**src/rtl/reset_sequencer.sv**
```systemverilog
// -----------------------------------------------------------------------------
// reset_sequencer
//
// Turns the raw board reset and the PLL lock indication into staged,
// synchronously released subsystem resets. After the synchronized reset
// deasserts, the sequencer waits HOLD_CYCLES, then waits for LOCK_STABLE
// consecutive cycles of synchronized lock. It then releases rst_out[0],
// rst_out[1], ... with STAGE_GAP cycles between releases. When the last
// stage is released the block enters RUN and raises ready.
//
// Loss of lock (in STAGE or RUN), a software request (RUN only) or an
// optional watchdog timeout sends the block back to HOLD. The reason is
// latched in reset_cause.
//
// Optional feature macro: RESET_SEQ_WDOG_EN
//   defined   : RUN-state watchdog, cleared by wdog_kick, cause 2'b11
//   undefined : no watchdog logic, wdog_kick unused
//
// Ports
//   clk          in   system clock
//   rst          in   async active-high reset; deassertion synchronized here
//   pll_locked   in   async PLL lock status, synchronized here
//   sw_reset_req in   single-cycle software reset request (honoured in RUN)
//   wdog_kick    in   watchdog kick (watchdog build only)
//   rst_out      out  [N_STAGES] active-high stage resets, bit 0 first
//   ready        out  high only in RUN
//   reset_cause  out  [2] 00 ext, 01 lock loss, 10 software, 11 watchdog
// -----------------------------------------------------------------------------
`default_nettype none

module reset_sequencer #(
  parameter int N_STAGES    = 3,
  parameter int SYNC_STAGES = 2,
  parameter int HOLD_CYCLES = 16,
  parameter int LOCK_STABLE = 8,
  parameter int STAGE_GAP   = 4,
  parameter int WDOG_CYCLES = 1024
) (
  input  logic                clk,
  input  logic                rst,
  input  logic                pll_locked,
  input  logic                sw_reset_req,
  input  logic                wdog_kick,
  output logic [N_STAGES-1:0] rst_out,
  output logic                ready,
  output logic [1:0]          reset_cause
);

  // One shared down-the-line counter serves HOLD, WAIT_LOCK and STAGE, so it
  // is sized for the longest of the three intervals.
  localparam int CNT_MAX0 = (HOLD_CYCLES > LOCK_STABLE) ? HOLD_CYCLES : LOCK_STABLE;
  localparam int CNT_MAX  = (CNT_MAX0 > STAGE_GAP) ? CNT_MAX0 : STAGE_GAP;
  localparam int CNT_W    = $clog2(CNT_MAX + 1);
  localparam int IDX_W    = (N_STAGES > 1) ? $clog2(N_STAGES) : 1;
  // Index of the stage whose gap expiry releases the final stage.
  localparam int LAST_IDX = (N_STAGES > 1) ? (N_STAGES - 2) : 0;
  localparam int WDOG_W   = $clog2(WDOG_CYCLES + 1);

  localparam logic [1:0] CAUSE_EXT  = 2'b00;
  localparam logic [1:0] CAUSE_LOCK = 2'b01;
  localparam logic [1:0] CAUSE_SW   = 2'b10;
  localparam logic [1:0] CAUSE_WDOG = 2'b11;

  typedef enum logic [1:0] {
    ST_HOLD      = 2'd0,
    ST_WAIT_LOCK = 2'd1,
    ST_STAGE     = 2'd2,
    ST_RUN       = 2'd3
  } state_t;

  logic [SYNC_STAGES-1:0] rst_chain_r;
  logic [SYNC_STAGES-1:0] lock_chain_r;
  logic                   rst_sync_s;
  logic                   lock_s;

  state_t                 state_r, state_n;
  logic [CNT_W-1:0]       cnt_r, cnt_n;
  logic [IDX_W-1:0]       idx_r, idx_n;
  logic [N_STAGES-1:0]    rst_out_r, rst_out_n;
  logic                   ready_r, ready_n;
  logic [1:0]             cause_r, cause_n;

  logic                   lock_ev_s;
  logic                   sw_ev_s;
  logic                   wdog_ev_s;
  logic                   any_ev_s;

  // Reset synchronizer: asserts immediately with rst, releases after SYNC_STAGES edges.
  always_ff @(posedge clk or posedge rst) begin
    if (rst) begin
      rst_chain_r <= '1;
    end else begin
      rst_chain_r <= {rst_chain_r[SYNC_STAGES-2:0], 1'b0};
    end
  end

  assign rst_sync_s = rst_chain_r[SYNC_STAGES-1];

  // Lock synchronizer: brings the asynchronous pll_locked into the clk domain.
  always_ff @(posedge clk or posedge rst_sync_s) begin
    if (rst_sync_s) begin
      lock_chain_r <= '0;
    end else begin
      lock_chain_r <= {lock_chain_r[SYNC_STAGES-2:0], pll_locked};
    end
  end

  assign lock_s = lock_chain_r[SYNC_STAGES-1];

  // Lock loss only matters once stages have started releasing; software
  // requests are honoured only once the whole system is up.
  assign lock_ev_s = ((state_r == ST_STAGE) || (state_r == ST_RUN)) && !lock_s;
  assign sw_ev_s   = (state_r == ST_RUN) && sw_reset_req;
  assign any_ev_s  = lock_ev_s || wdog_ev_s || sw_ev_s;

`ifdef RESET_SEQ_WDOG_EN
  // The event fires on the edge where the count would reach WDOG_CYCLES-1.
  localparam int WDOG_LAST = (WDOG_CYCLES >= 2) ? (WDOG_CYCLES - 2) : 0;

  logic [WDOG_W-1:0] wdog_cnt_r, wdog_cnt_n;

  assign wdog_ev_s = (state_r == ST_RUN) && !wdog_kick &&
                     (wdog_cnt_r == WDOG_W'(WDOG_LAST));

  // Watchdog next count: runs only in RUN, cleared by a kick or any event.
  always_comb begin
    wdog_cnt_n = '0;
    if ((state_r == ST_RUN) && !any_ev_s && !wdog_kick) begin
      wdog_cnt_n = wdog_cnt_r + WDOG_W'(1'b1);
    end else begin
      wdog_cnt_n = '0;
    end
  end

  // Watchdog counter register.
  always_ff @(posedge clk or posedge rst_sync_s) begin
    if (rst_sync_s) begin
      wdog_cnt_r <= '0;
    end else begin
      wdog_cnt_r <= wdog_cnt_n;
    end
  end
`else
  logic [WDOG_W-1:0] wdog_unused_s;

  assign wdog_ev_s     = 1'b0;
  assign wdog_unused_s = {WDOG_W{wdog_kick}};
`endif

  // Sequencer next-state and next-output logic.
  always_comb begin
    state_n   = state_r;
    cnt_n     = cnt_r;
    idx_n     = idx_r;
    rst_out_n = rst_out_r;
    ready_n   = ready_r;
    cause_n   = cause_r;

    if (any_ev_s) begin
      state_n   = ST_HOLD;
      cnt_n     = '0;
      idx_n     = '0;
      rst_out_n = '1;
      ready_n   = 1'b0;
      if (lock_ev_s) begin
        cause_n = CAUSE_LOCK;
      end else if (wdog_ev_s) begin
        cause_n = CAUSE_WDOG;
      end else begin
        cause_n = CAUSE_SW;
      end
    end else begin
      case (state_r)
        ST_HOLD: begin
          rst_out_n = '1;
          ready_n   = 1'b0;
          if (cnt_r == CNT_W'(HOLD_CYCLES - 1)) begin
            state_n = ST_WAIT_LOCK;
            cnt_n   = '0;
          end else begin
            cnt_n = cnt_r + CNT_W'(1'b1);
          end
        end

        ST_WAIT_LOCK: begin
          if (lock_s) begin
            if (cnt_r == CNT_W'(LOCK_STABLE - 1)) begin
              // Stage 0 is released on the same edge the lock qualifies.
              cnt_n     = '0;
              idx_n     = '0;
              rst_out_n = rst_out_r << 1'b1;
              if (N_STAGES == 1) begin
                state_n = ST_RUN;
                ready_n = 1'b1;
              end else begin
                state_n = ST_STAGE;
              end
            end else begin
              cnt_n = cnt_r + CNT_W'(1'b1);
            end
          end else begin
            cnt_n = '0;
          end
        end

        ST_STAGE: begin
          if (cnt_r == CNT_W'(STAGE_GAP - 1)) begin
            // Shifting a zero in from the bottom releases the next stage
            // while keeping earlier ones released and later ones held.
            cnt_n     = '0;
            idx_n     = idx_r + IDX_W'(1'b1);
            rst_out_n = rst_out_r << 1'b1;
            if (idx_r == IDX_W'(LAST_IDX)) begin
              state_n = ST_RUN;
              ready_n = 1'b1;
            end else begin
              state_n = ST_STAGE;
            end
          end else begin
            cnt_n = cnt_r + CNT_W'(1'b1);
          end
        end

        ST_RUN: begin
          ready_n = 1'b1;
        end

        default: begin
          state_n   = ST_HOLD;
          cnt_n     = '0;
          idx_n     = '0;
          rst_out_n = '1;
          ready_n   = 1'b0;
        end
      endcase
    end
  end

  // Sequencer state and output registers, reset by the synchronized reset.
  always_ff @(posedge clk or posedge rst_sync_s) begin
    if (rst_sync_s) begin
      state_r   <= ST_HOLD;
      cnt_r     <= '0;
      idx_r     <= '0;
      rst_out_r <= '1;
      ready_r   <= 1'b0;
      cause_r   <= CAUSE_EXT;
    end else begin
      state_r   <= state_n;
      cnt_r     <= cnt_n;
      idx_r     <= idx_n;
      rst_out_r <= rst_out_n;
      ready_r   <= ready_n;
      cause_r   <= cause_n;
    end
  end

  assign rst_out     = rst_out_r;
  assign ready       = ready_r;
  assign reset_cause = cause_r;

endmodule

`default_nettype wire
```
**config.mk**
```make
export PLATFORM = sky130hd
export DESIGN_NAME = reset_sequencer
export DESIGN_NICKNAME = d
export VERILOG_FILES = /design/src/rtl/reset_sequencer.sv
export SDC_FILE = /design/constraint.sdc
export NUM_CORES = 1
export LEC_CHECK = 0
export CAP_MARGIN = 10
export CORE_UTILIZATION = 40
export CTS_BUF_LIST = sky130_fd_sc_hd__clkbuf_4 sky130_fd_sc_hd__clkbuf_8 sky130_fd_sc_hd__clkbuf_16
export DETAILED_ROUTE_END_ITERATION = 16
export PLACE_DENSITY_LB_ADDON = 0.2
export REMOVE_ABC_BUFFERS = 1
export SYNTH_ARGS = -nofsm -noshare
export SYNTH_HDL_FRONTEND = slang
export SYNTH_SLANG_ARGS = --single-unit
```
**constraint.sdc**
```tcl
create_clock -name clk -period 0.8 [get_ports clk]
set_input_delay 0.2 -clock clk [delete_from_list [all_inputs] [get_ports clk]]
set_output_delay 0.2 -clock clk [all_outputs]
set_load 0.05 [all_outputs]
```
==> out/metrics.yaml <==
diodes: 0
dp_hpwl_um: 2130
timing.reg2reg.setup_slack_ps: -1120
fin_area_um2: 1760
dr_total_vias: 1056
syn_area_um2: 1100
ios: 11
avgSynthCellArea_um2: 9.57
min_period_ps: 1920
firstDrtPassIters: 5
fin_nets: 174
cp.arrival_ps: 2120
crit_fanout: 3
grt_pass1_vias: 1050
hold_violations: 0
synthCells: 115
grt_max_degree: 18
r2r_start: "cnt_r[1]"
ant_nets: 0
grt-ovfl-total: 0
rr_worst_depth: 5
port_buffers: 9
die_height_um: 54.5
cap_violations: 0
dieWidth_um: 54.5
place_congestion: 0.850
setup_viol: 21
routed_wl_um: 2960
multi_input_area_um2: 707
yosysWarnings: 0
synth_top_area_cell: "dfrtp_1"
final_cell_mix: "buf_4 (32), dfrtp_1 (14), nand2_1 (12)"
routed_via_density: 5.56
slew_violations: 0
fill_cells: 189
layout_commonest_cell: "buf_4"
htreeDepth: 1
cp-start-kind: "register"
tritoncts: "yes"
p_leak_nw: 0.767
clkLatencyLatePin_ps: 300
fin_ws_ps: -1120
cts.sinks: 19
post-route-period-util_pct: 240
async_reset_ff_share_pct: 100
clockBufferDepth: 2
tns_ps: -16240
seq_area_um2: 482
fin_worst_skew_ps: 6.90
critical_path.endpoint_type: "register"
violations: "negative setup slack"
max_freq_mhz: 521
drc_errors: 0
power.density_nw_per_um2: 3930
drtIter0Drc: 26
clk_pin_slew_ps: 120
place_ws_ps: -1200
rsz0062_at_grt: "true"
dpl-instance-area_um2: 1530
synth_ff_type: "dfrtp_1"
ys_ff_latch: 19
fin_cells: 190
ys_types: 40
routedWlPerCell_um: 15.6
rows: 18
peakVddDrop_v: 0.00286
synth_area_leaders: "dfrtp_1 (32%), dfstp_2 (12%), ha_1 (9.1%), nand2_1 (4.1%), nand4b_1 (4.0%)"
antenna_found_initial: 0
area_delta_synth_final_pct: 60.0
required_ps: 1000
hold_class: "in2async"
seq_area_frac_synth_pct: 43.8
dieArea_um2: 2970
start_util_pct: 43.3
cts_buffers: 3
crit_type: "reg2reg"
synth_edf_count: 0
track_usage_pct: 23.4
cts_root_buf: "clkbuf_4"
coreArea_um2: 2540
yosysTopAreaCellShare_pct: 31.8
r2r_end: "state_r[0]"
grt_pass1_wl_um: 4770
layout-drive-gt1-share_pct: 50.6
whs_ps: 216
outcome: "finished, violations left"
dp.cells: 181
cts_hold_buf: 0
## cell type report
cell class | count | share of cell area (%)
clock buffer | 3 | 1.28
clock inverter | 1 | 0.284
inverter | 11 | 2.34
multi-input combinational | 79 | 40.1
sequential | 19 | 27.3
tap | 30 | 2.13
timing repair buffer | 47 | 26.5
## cells by family (layout without fill, tap and decap cells)
group | after synthesis | count (layout) | synth area share (%)
buf+inv | 17 | 62 | 5.91
flops | 19 | 19 | 43.8
compound gates | 34 | 34 | 23.0
simple gates | 36 | 36 | 18.0
other cells | 1 | 1 | 0.341
fa+ha+maj | 8 | 8 | 9.09
## per-stage QoR
stage	power [mW]	util, %
global route	7.37	69.2
global placement	5.50	59.9
finish	6.93	69.2
CTS	6.68	67.1
detailed placement	5.62	59.9
floorplan	3.68	-
## Yosys cell counts, types with 2 or more instances
| cell | instances |
|---|---|
| ha_1 | 8 |
| nand2_1 | 12 |
| nand3_1 | 6 |
| nor3_1 | 2 |
| o21ai_0 | 6 |
| nand2b_1 | 2 |
| dfstp_2 | 5 |
| inv_1 | 11 |
| o32a_1 | 2 |
| nor2b_1 | 2 |
| nand4b_1 | 5 |
| a21oi_1 | 6 |
| clkbuf_1 | 4 |
| dfrtp_1 | 14 |
| nor2_1 | 3 |
| a32o_1 | 3 |
## per-layer routing
metal / wire length (um) / GRT usage [%] / part of all wire [%] / up-vias
met1: 1260 / 27.9 / 42 / 519
li1: - / - / - / 511
met3: 76 / 4.17 / 2.6 / 4
met2: 1590 / 41.9 / 54 / 22
met4: 31 / 7.69 / 1.0 / 0
met5: 0 / 0 / 0 / -
## where the power goes
group	switching [mW]	total, mW	internal, mW
logic	2.41	4.87	2.46
registers	0.257	1.56	1.30
clock network	0.311	0.497	0.186
total	2.98	6.93	3.95
## state kept, by name (all words and copies together), names as in the netlist
register	cells
cnt_r	5
idx_r	2
lock_chain_r	2
ready	1
reset_cause	2
rst_chain_r	2
rst_out	3
state_r	2
## worst max-delay path by stage
stage          slack (ps)         end  cells after the start       start
2_1_floorplan       -1190  rst_out[0]                      6  state_r[0]
3_3_place_gp        -1150  state_r[1]                      5    cnt_r[0]
3_5_place_dp        -1200    cnt_r[3]                      9    cnt_r[0]
4_1_cts             -1100  state_r[1]                      5    cnt_r[1]
5_1_grt             -1160  state_r[1]                      5    cnt_r[1]
6_report            -1120  state_r[0]                      5    cnt_r[1]
## worst max-delay path, cell delays in order (launching register included)
cell and delay (ps):
dfrtp_1 390, ha_2 200, or4b_4 490, a221o_1 330
a31o_1 200, a32o_1 210
## timing repair
item	in CTS	in global routing
gates resized for setup	30	11
setup buffers	3	2
setup endpoints to repair	21	21
pin swaps	15	8
(Power assumes the default switching activity.)
